--- src/rtl/ctrl_pkg.sv ---
// Shared types and constants for the microprogram sequencer:
// branch field encodings, next-address mux selects, FSM states.
package ctrl_pkg;

   localparam int ADDR_W = 16;

   typedef enum logic [2:0] {
      BT_NEXT = 3'd0,
      BT_JUMP = 3'd1,
      BT_MAP  = 3'd2,
      BT_JZ   = 3'd3,
      BT_JNZ  = 3'd4,
      BT_CALL = 3'd5,
      BT_RET  = 3'd6,
      BT_HALT = 3'd7
   } branch_t;

   typedef enum logic [1:0] {
      SEL_INC = 2'd0,
      SEL_JMP = 2'd1,
      SEL_MAP = 2'd2
   } sel_t;

   typedef enum logic [1:0] {
      S_IDLE  = 2'd0,
      S_FETCH = 2'd1,
      S_EXEC  = 2'd2,
      S_HALT  = 2'd3
   } state_t;

endpackage

--- src/rtl/ctrl_addr_sequencer_if.sv ---
// Sequencer <-> control-unit bus: next-address mux loop, branch field,
// datapath flags and control-store/status outputs.
interface ctrl_addr_sequencer_if;
   import ctrl_pkg::*;

   logic [ADDR_W-1:0] reg_in;
   logic [2:0]        branch_type;
   logic              cond_z;
   logic              stall;
   logic [ADDR_W-1:0] car;
   logic [ADDR_W-1:0] inc_addr;
   logic [1:0]        select;
   logic              rom_en;
   logic              halted;
   logic              ret_err;

   // Sequencer side
   modport master (
      input  reg_in, branch_type, cond_z, stall,
      output car, inc_addr, select, rom_en, halted, ret_err
   );

   // Control-unit / datapath side
   modport slave (
      output reg_in, branch_type, cond_z, stall,
      input  car, inc_addr, select, rom_en, halted, ret_err
   );

endinterface

--- src/rtl/ctrl_branch_decode.sv ---
// Combinational decode of the microinstruction sequencing field into the
// next-address mux select plus call/return/halt flags.
module ctrl_branch_decode
   import ctrl_pkg::*;
(
   input  logic [2:0] branch_type,
   input  logic       cond_z,
   output logic [1:0] select,
   output logic       is_call,
   output logic       is_ret,
   output logic       is_halt
);

   // Map branch field and zero flag to mux select and control flags
   always_comb begin
      select  = SEL_INC;
      is_call = 1'b0;
      is_ret  = 1'b0;
      is_halt = 1'b0;
      unique case (branch_t'(branch_type))
         BT_NEXT: select = SEL_INC;
         BT_JUMP: select = SEL_JMP;
         BT_MAP:  select = SEL_MAP;
         BT_JZ:   select = cond_z ? SEL_JMP : SEL_INC;
         BT_JNZ:  select = cond_z ? SEL_INC : SEL_JMP;
         BT_CALL: begin
            select  = SEL_JMP;
            is_call = 1'b1;
         end
         BT_RET:  begin
            select = SEL_INC;
            is_ret = 1'b1;
         end
         BT_HALT: begin
            select  = SEL_INC;
            is_halt = 1'b1;
         end
      endcase
   end

endmodule

--- src/rtl/ctrl_addr_sequencer.sv ---
// Control-address register and next-address sequencer. Each microinstruction
// spends one cycle in FETCH (control store read) and one or more in EXEC
// (held there while the datapath stalls). Supports a single-level return.
module ctrl_addr_sequencer #(
   parameter int                 ADDR_W     = ctrl_pkg::ADDR_W,
   parameter logic [ADDR_W-1:0]  RESET_ADDR = '0
) (
   input  logic                  clk,
   input  logic                  rst,
   ctrl_addr_sequencer_if.master bus
);
   import ctrl_pkg::*;

   state_t            state_q, state_d;
   logic [ADDR_W-1:0] car_q, car_d;
   logic [ADDR_W-1:0] ret_reg_q, ret_reg_d;
   logic              ret_valid_q, ret_valid_d;
   logic              ret_err_q, ret_err_d;
   logic [ADDR_W-1:0] inc_addr;
   logic [1:0]        dec_sel;
   logic [1:0]        sel;
   logic              is_call, is_ret, is_halt;

   assign inc_addr = car_q + ADDR_W'(1);

   ctrl_branch_decode u_decode (
      .branch_type (bus.branch_type),
      .cond_z      (bus.cond_z),
      .select      (dec_sel),
      .is_call     (is_call),
      .is_ret      (is_ret),
      .is_halt     (is_halt)
   );

   // State and address registers, synchronous reset
   always_ff @(posedge clk) begin
      if (rst) begin
         state_q     <= S_IDLE;
         car_q       <= RESET_ADDR;
         ret_reg_q   <= '0;
         ret_valid_q <= 1'b0;
         ret_err_q   <= 1'b0;
      end else begin
         state_q     <= state_d;
         car_q       <= car_d;
         ret_reg_q   <= ret_reg_d;
         ret_valid_q <= ret_valid_d;
         ret_err_q   <= ret_err_d;
      end
   end

   // Next-state, CAR update and mux select
   always_comb begin
      state_d     = state_q;
      car_d       = car_q;
      ret_reg_d   = ret_reg_q;
      ret_valid_d = ret_valid_q;
      ret_err_d   = ret_err_q;
      sel         = SEL_INC;
      unique case (state_q)
         S_IDLE:  state_d = S_FETCH;
         S_FETCH: state_d = S_EXEC;
         S_EXEC: begin
            sel = dec_sel;
            if (!bus.stall) begin
               if (is_halt) begin
                  state_d = S_HALT;
               end else begin
                  state_d = S_FETCH;
                  if (is_ret) begin
                     // RET bypasses the external mux and reloads the saved address
                     if (ret_valid_q) begin
                        car_d       = ret_reg_q;
                        ret_valid_d = 1'b0;
                     end else begin
                        car_d     = RESET_ADDR;
                        ret_err_d = 1'b1;
                     end
                  end else begin
                     car_d = bus.reg_in;
                     if (is_call) begin
                        ret_reg_d   = inc_addr;
                        ret_valid_d = 1'b1;
                     end
                  end
               end
            end
         end
         S_HALT:  state_d = S_HALT;
      endcase
   end

   assign bus.car      = car_q;
   assign bus.inc_addr = inc_addr;
   assign bus.select   = sel;
   assign bus.rom_en   = (state_q == S_FETCH);
   assign bus.halted   = (state_q == S_HALT);
   assign bus.ret_err  = ret_err_q;

endmodule

--- src/flat_wrapper.sv ---
// flat-port wrapper written by rule: the top's interface ports become plain ports
module ctrl_addr_sequencer_flat import ctrl_pkg::*;
#(
   parameter int                 ADDR_W     = ctrl_pkg::ADDR_W,
   parameter logic [ADDR_W-1:0]  RESET_ADDR = '0
)
  (clk, rst, bus_reg_in, bus_branch_type, bus_cond_z, bus_stall, bus_car, bus_inc_addr, bus_select, bus_rom_en, bus_halted, bus_ret_err);
  ctrl_addr_sequencer_if bus_i ();
  input  logic clk;
  input  logic rst;
  input wire logic [$bits(bus_i.reg_in)-1:0] bus_reg_in;
  input wire logic [$bits(bus_i.branch_type)-1:0] bus_branch_type;
  input wire logic [$bits(bus_i.cond_z)-1:0] bus_cond_z;
  input wire logic [$bits(bus_i.stall)-1:0] bus_stall;
  output wire logic [$bits(bus_i.car)-1:0] bus_car;
  output wire logic [$bits(bus_i.inc_addr)-1:0] bus_inc_addr;
  output wire logic [$bits(bus_i.select)-1:0] bus_select;
  output wire logic [$bits(bus_i.rom_en)-1:0] bus_rom_en;
  output wire logic [$bits(bus_i.halted)-1:0] bus_halted;
  output wire logic [$bits(bus_i.ret_err)-1:0] bus_ret_err;
  assign bus_i.reg_in = bus_reg_in;
  assign bus_i.branch_type = bus_branch_type;
  assign bus_i.cond_z = bus_cond_z;
  assign bus_i.stall = bus_stall;
  assign bus_car = bus_i.car;
  assign bus_inc_addr = bus_i.inc_addr;
  assign bus_select = bus_i.select;
  assign bus_rom_en = bus_i.rom_en;
  assign bus_halted = bus_i.halted;
  assign bus_ret_err = bus_i.ret_err;
  ctrl_addr_sequencer #(.ADDR_W(ADDR_W), .RESET_ADDR(RESET_ADDR)) u_core (.clk(clk), .rst(rst), .bus(bus_i));
endmodule
--- config.mk ---
export PLATFORM = sky130hd
export DESIGN_NAME = ctrl_addr_sequencer_flat
export DESIGN_NICKNAME = d
export VERILOG_FILES = /design/src/rtl/ctrl_pkg.sv /design/src/rtl/ctrl_addr_sequencer_if.sv /design/src/rtl/ctrl_branch_decode.sv /design/src/rtl/ctrl_addr_sequencer.sv /design/src/flat_wrapper.sv
export SDC_FILE = /design/constraint.sdc
export NUM_CORES = 1
export LEC_CHECK = 0
export CAP_MARGIN = 10
export CORE_UTILIZATION = 30
export CTS_BUF_LIST = sky130_fd_sc_hd__clkbuf_8
export CTS_CLUSTER_SIZE = 28
export DETAILED_ROUTE_END_ITERATION = 10
export GPL_TIMING_DRIVEN = 0
export SLEW_MARGIN = 20
export SYNTH_ARGS = -nofsm -noshare
export SYNTH_HDL_FRONTEND = slang
export SYNTH_SLANG_ARGS = --single-unit
--- constraint.sdc ---
create_clock -name clk -period 2.1 [get_ports clk]
set_input_delay 0.42 -clock clk [delete_from_list [all_inputs] [get_ports clk]]
set_output_delay 0.42 -clock clk [all_outputs]
set_load 0.02 [all_outputs]
==> summary.txt <==
Routing
  • Pre-antenna DRT Iters: 4
  • Drt wl/cell: 14.8 um
  • Via/cell ratio: 4.94
  • Post-route ant nets: 0
  • DRC: 0
  • DR vias: 1938
  • Post-Route WL: 5790 um
  • Iter 0 DRT Violations: 95

STA
  • Setup ws final: -0.116 ns
  • Tmin final: 2.22 ns
  • Setup_tns: -0.283 ns
  • Worst-margin pin slew: 0.537 ns
  • Ratio of final minimum period to clock period: 106%
  • Relative slew slack: 64.2%
  • RSZ-0062 raised after global routing: true
  • Fmax: 451 MHz
  • Setup violators final: 5
  • Fin Clk Skew: 0.00597 ns
  • Fin. max-slew vios: 0
  • Final hold violations: 0

Clock tree
  • Cts hold-fix bufs: 0
  • Total CTS buffers: 5
  • Clock sinks: 36
  • CTS tree: built
  • Worst-case clock buffer depth: 2
  • CTS Root Cell: clkbuf_8
  • Clock slew at reported path FFs: 0.08 ns
  • Clk_lat worst skew: 0.29 ns
  • CTS H-tree depth: 2

Place
  • GP Congestion: 0.816
  • Detail Placement HPWL: 3740 um
  • Port Buffers: 58
  • Dpl cell area: 2540 um2
  • Post-Place Worst Slack: -0.519 ns

Cells and area
  • Register area: 756 um2
  • Layout cells sized above 1: 26.8%
  • Nets@finish: 340
  • Multi-input logic area: 1180 um2
  • Finished Cell Area: 3010 um2
  • Area growth, synth to finish: 61.2%
  • Fillers: 594
  • Most frequent cells in the layout: clkdlybuf4s50_1, nor2_1, dfxtp_1
  • Commonest non-fill, non-tap cell in the layout: clkdlybuf4s50_1
  • Final Core Density: 50.5%
  • Antenna diodes: 0

Yosys
  • Syn avg cell area: 8.12 um2
  • Synth unique cells: 34
  • Mapped Area: 1870 um2
  • Synthesized flop and latch total: 36
  • Top_reg_cell synth: dfxtp_1
  • Gate count of the mapped netlist: 230
  • Syn. warnings: 0
  • Number of enable flip-flop cells after synthesis: 0
  • Sequential cell area fraction in the yosys report: 38.6%
  • Syn nets: 254
  • Post-synth ARST share: 0%

Power
  • Pleak: 1.21 nW
  • Worst vdd ir: 0.311 mV
  • Sequential group share of total power: 47.0%
  • Pint: 1.12 mW
  • Clock power frac: 33.4%
  • Psw: 444 uW
  • Switching share of power: 28.4%
  • Comb power frac: 19.6%
  • PwrDens: 519 nW/um2

Critical path
  • Worst Path Required: 1.68 ns
  • Worst Path Arrival: 1.80 ns
  • RR Startpoint: u_core.state_q[1]$_SDFFE_PP0P_
  • Crit path capture type: output port
  • Worst Setup SP: u_core.bus.car[1]$_SDFFE_PP0P_
  • Maximum net fanout on the critical path: 5
  • Crit path kind: flop to output port
  • Critical Path Source Type: flop

Status
  • Failing checks: negative setup slack
  • Status: complete, but fails checks

Die
  • I/O Pins: 60
  • Core ar.: 5960 um2
  • Die Y: 80.9 um
  • Die area: 6540 um2
  • Initial Util: 31.3%
  • Die W: 80.9 um
  • Row count: 28

Min path
  • Hold Startpoint: u_core.ret_reg_q[4]$_SDFFE_PP0P_
  • Hold Path Class: flop to flop

GRT
  • Met2 global-route usage: 30.6%
  • First-pass GRT wire length: 8790 um
  • Total global-route track usage: 18.0%
  • GRT met1 Usage: 22.9%
  • Largest net degree at the start of global routing: 12
  • M3 GR Usage: 3.37%
  • Grt total ovfl: 0
  • GRT Max-Usage Layer: met2
  • Vias in the first global route: 1842
  • Initial antenna violation count: 0

Run
  • Max_cap viols: 0
through the flow:
stage / total power, mW / hold slack, ns / instances
6_report: 1.56 / 0.487 / 392
5_1_grt: 1.63 / 0.508 / 392
4_1_cts: 1.55 / 0.486 / 385
3_5_place_dp: 1.03 / 0.466 / 363
3_3_place_gp: 1.03 / 0.474 / 363
2_1_floorplan: 0.890 / 0.460 / 230
cell type report:
| class | count | area share (%) |
|---|---|---|
| Buffer | 19 | 3.49 |
| Clock buffer | 6 | 2.74 |
| Clock inverter | 2 | 0.333 |
| Inverter | 17 | 2.12 |
| Multi-Input combinational cell | 159 | 39.2 |
| Sequential cell | 36 | 25.1 |
| Tap cell | 75 | 3.12 |
| Timing Repair Buffer | 78 | 23.9 |
repair_timing:
| item | in CTS | in global routing |
|---|---|---|
| pin swaps | 14 | 13 |
| gates resized for setup | 82 | 33 |
| setup buffers | 13 | 7 |
| endpoints found under the setup margin | 16 | 16 |
| gates cloned | 1 | 0 |
power by group through the flow:
stage / clock (mW) / sequential [mW] / combinational [mW]
after floorplan: 0 / 0.762 / 0.127
after global placement: 0 / 0.749 / 0.283
after global routing: 0.563 / 0.739 / 0.329
final: 0.521 / 0.734 / 0.306
after CTS: 0.521 / 0.733 / 0.298
after detailed placement: 0 / 0.749 / 0.285
final timing paths:
check,cells past startpoint,slack [ns],end
min,2,0.49,u_core.bus.car[4]$_SDFFE_PP0P_
max,7,-0.12,bus_inc_addr[10]
min reg2reg,2,0.49,u_core.bus.car[4]$_SDFFE_PP0P_
max reg2reg,6,0.39,u_core.ret_reg_q[9]$_SDFFE_PP0P_
critical path, cell delays in order (launching register included):
cell     delay (ns)
dfxtp_4        0.36
ha_4           0.16
nand4_1        0.10
buf_4          0.16
or3_4          0.33
xor2_2         0.18
inv_1          0.08
buf_6          0.13
Yosys cell counts (5+ instances only):
master	n	share of area (%)
a211oi_1	10	4.0
a311oi_1	16	7.5
buf_2	6	1.6
clkbuf_1	10	2.0
dfxtp_1	36	39
inv_1	17	3.4
mux2i_1	5	2.7
nand2_1	5	1.0
nand2b_1	17	5.7
nand3_1	21	5.6
nor2_1	42	8.4
xnor2_1	11	5.2
metal layers:
metal | vias to the layer above | routed length [um]
li1 | 973 | -
met1 | 885 | 2550
met2 | 67 | 2820
met3 | 13 | 298
met4 | 0 | 116
met5 | - | 0
sequential cells by signal (all words and copies together), names as in the netlist:
signal	cells
u_core.bus.car	16
u_core.ret_reg_q	16
u_core.state_q	2
u_core.bus.ret_err	1
u_core.ret_valid_q	1
kinds of logic (layout without fill, tap and decap cells):
family / count (synthesis) / after routing / synth area share, %
buffers and inverters: 36 / 122 / 8.11
AO/OA/AOI/OAI: 32 / 32 / 13.6
AND/OR/NAND/NOR: 106 / 107 / 29.8
XOR/XNOR: 14 / 14 / 6.57
flip-flops: 36 / 36 / 38.6
multiplexers: 5 / 5 / 2.68
adder cells (fa/ha/maj): 1 / 1 / 0.670
Power figures use the tool's default switching activity.
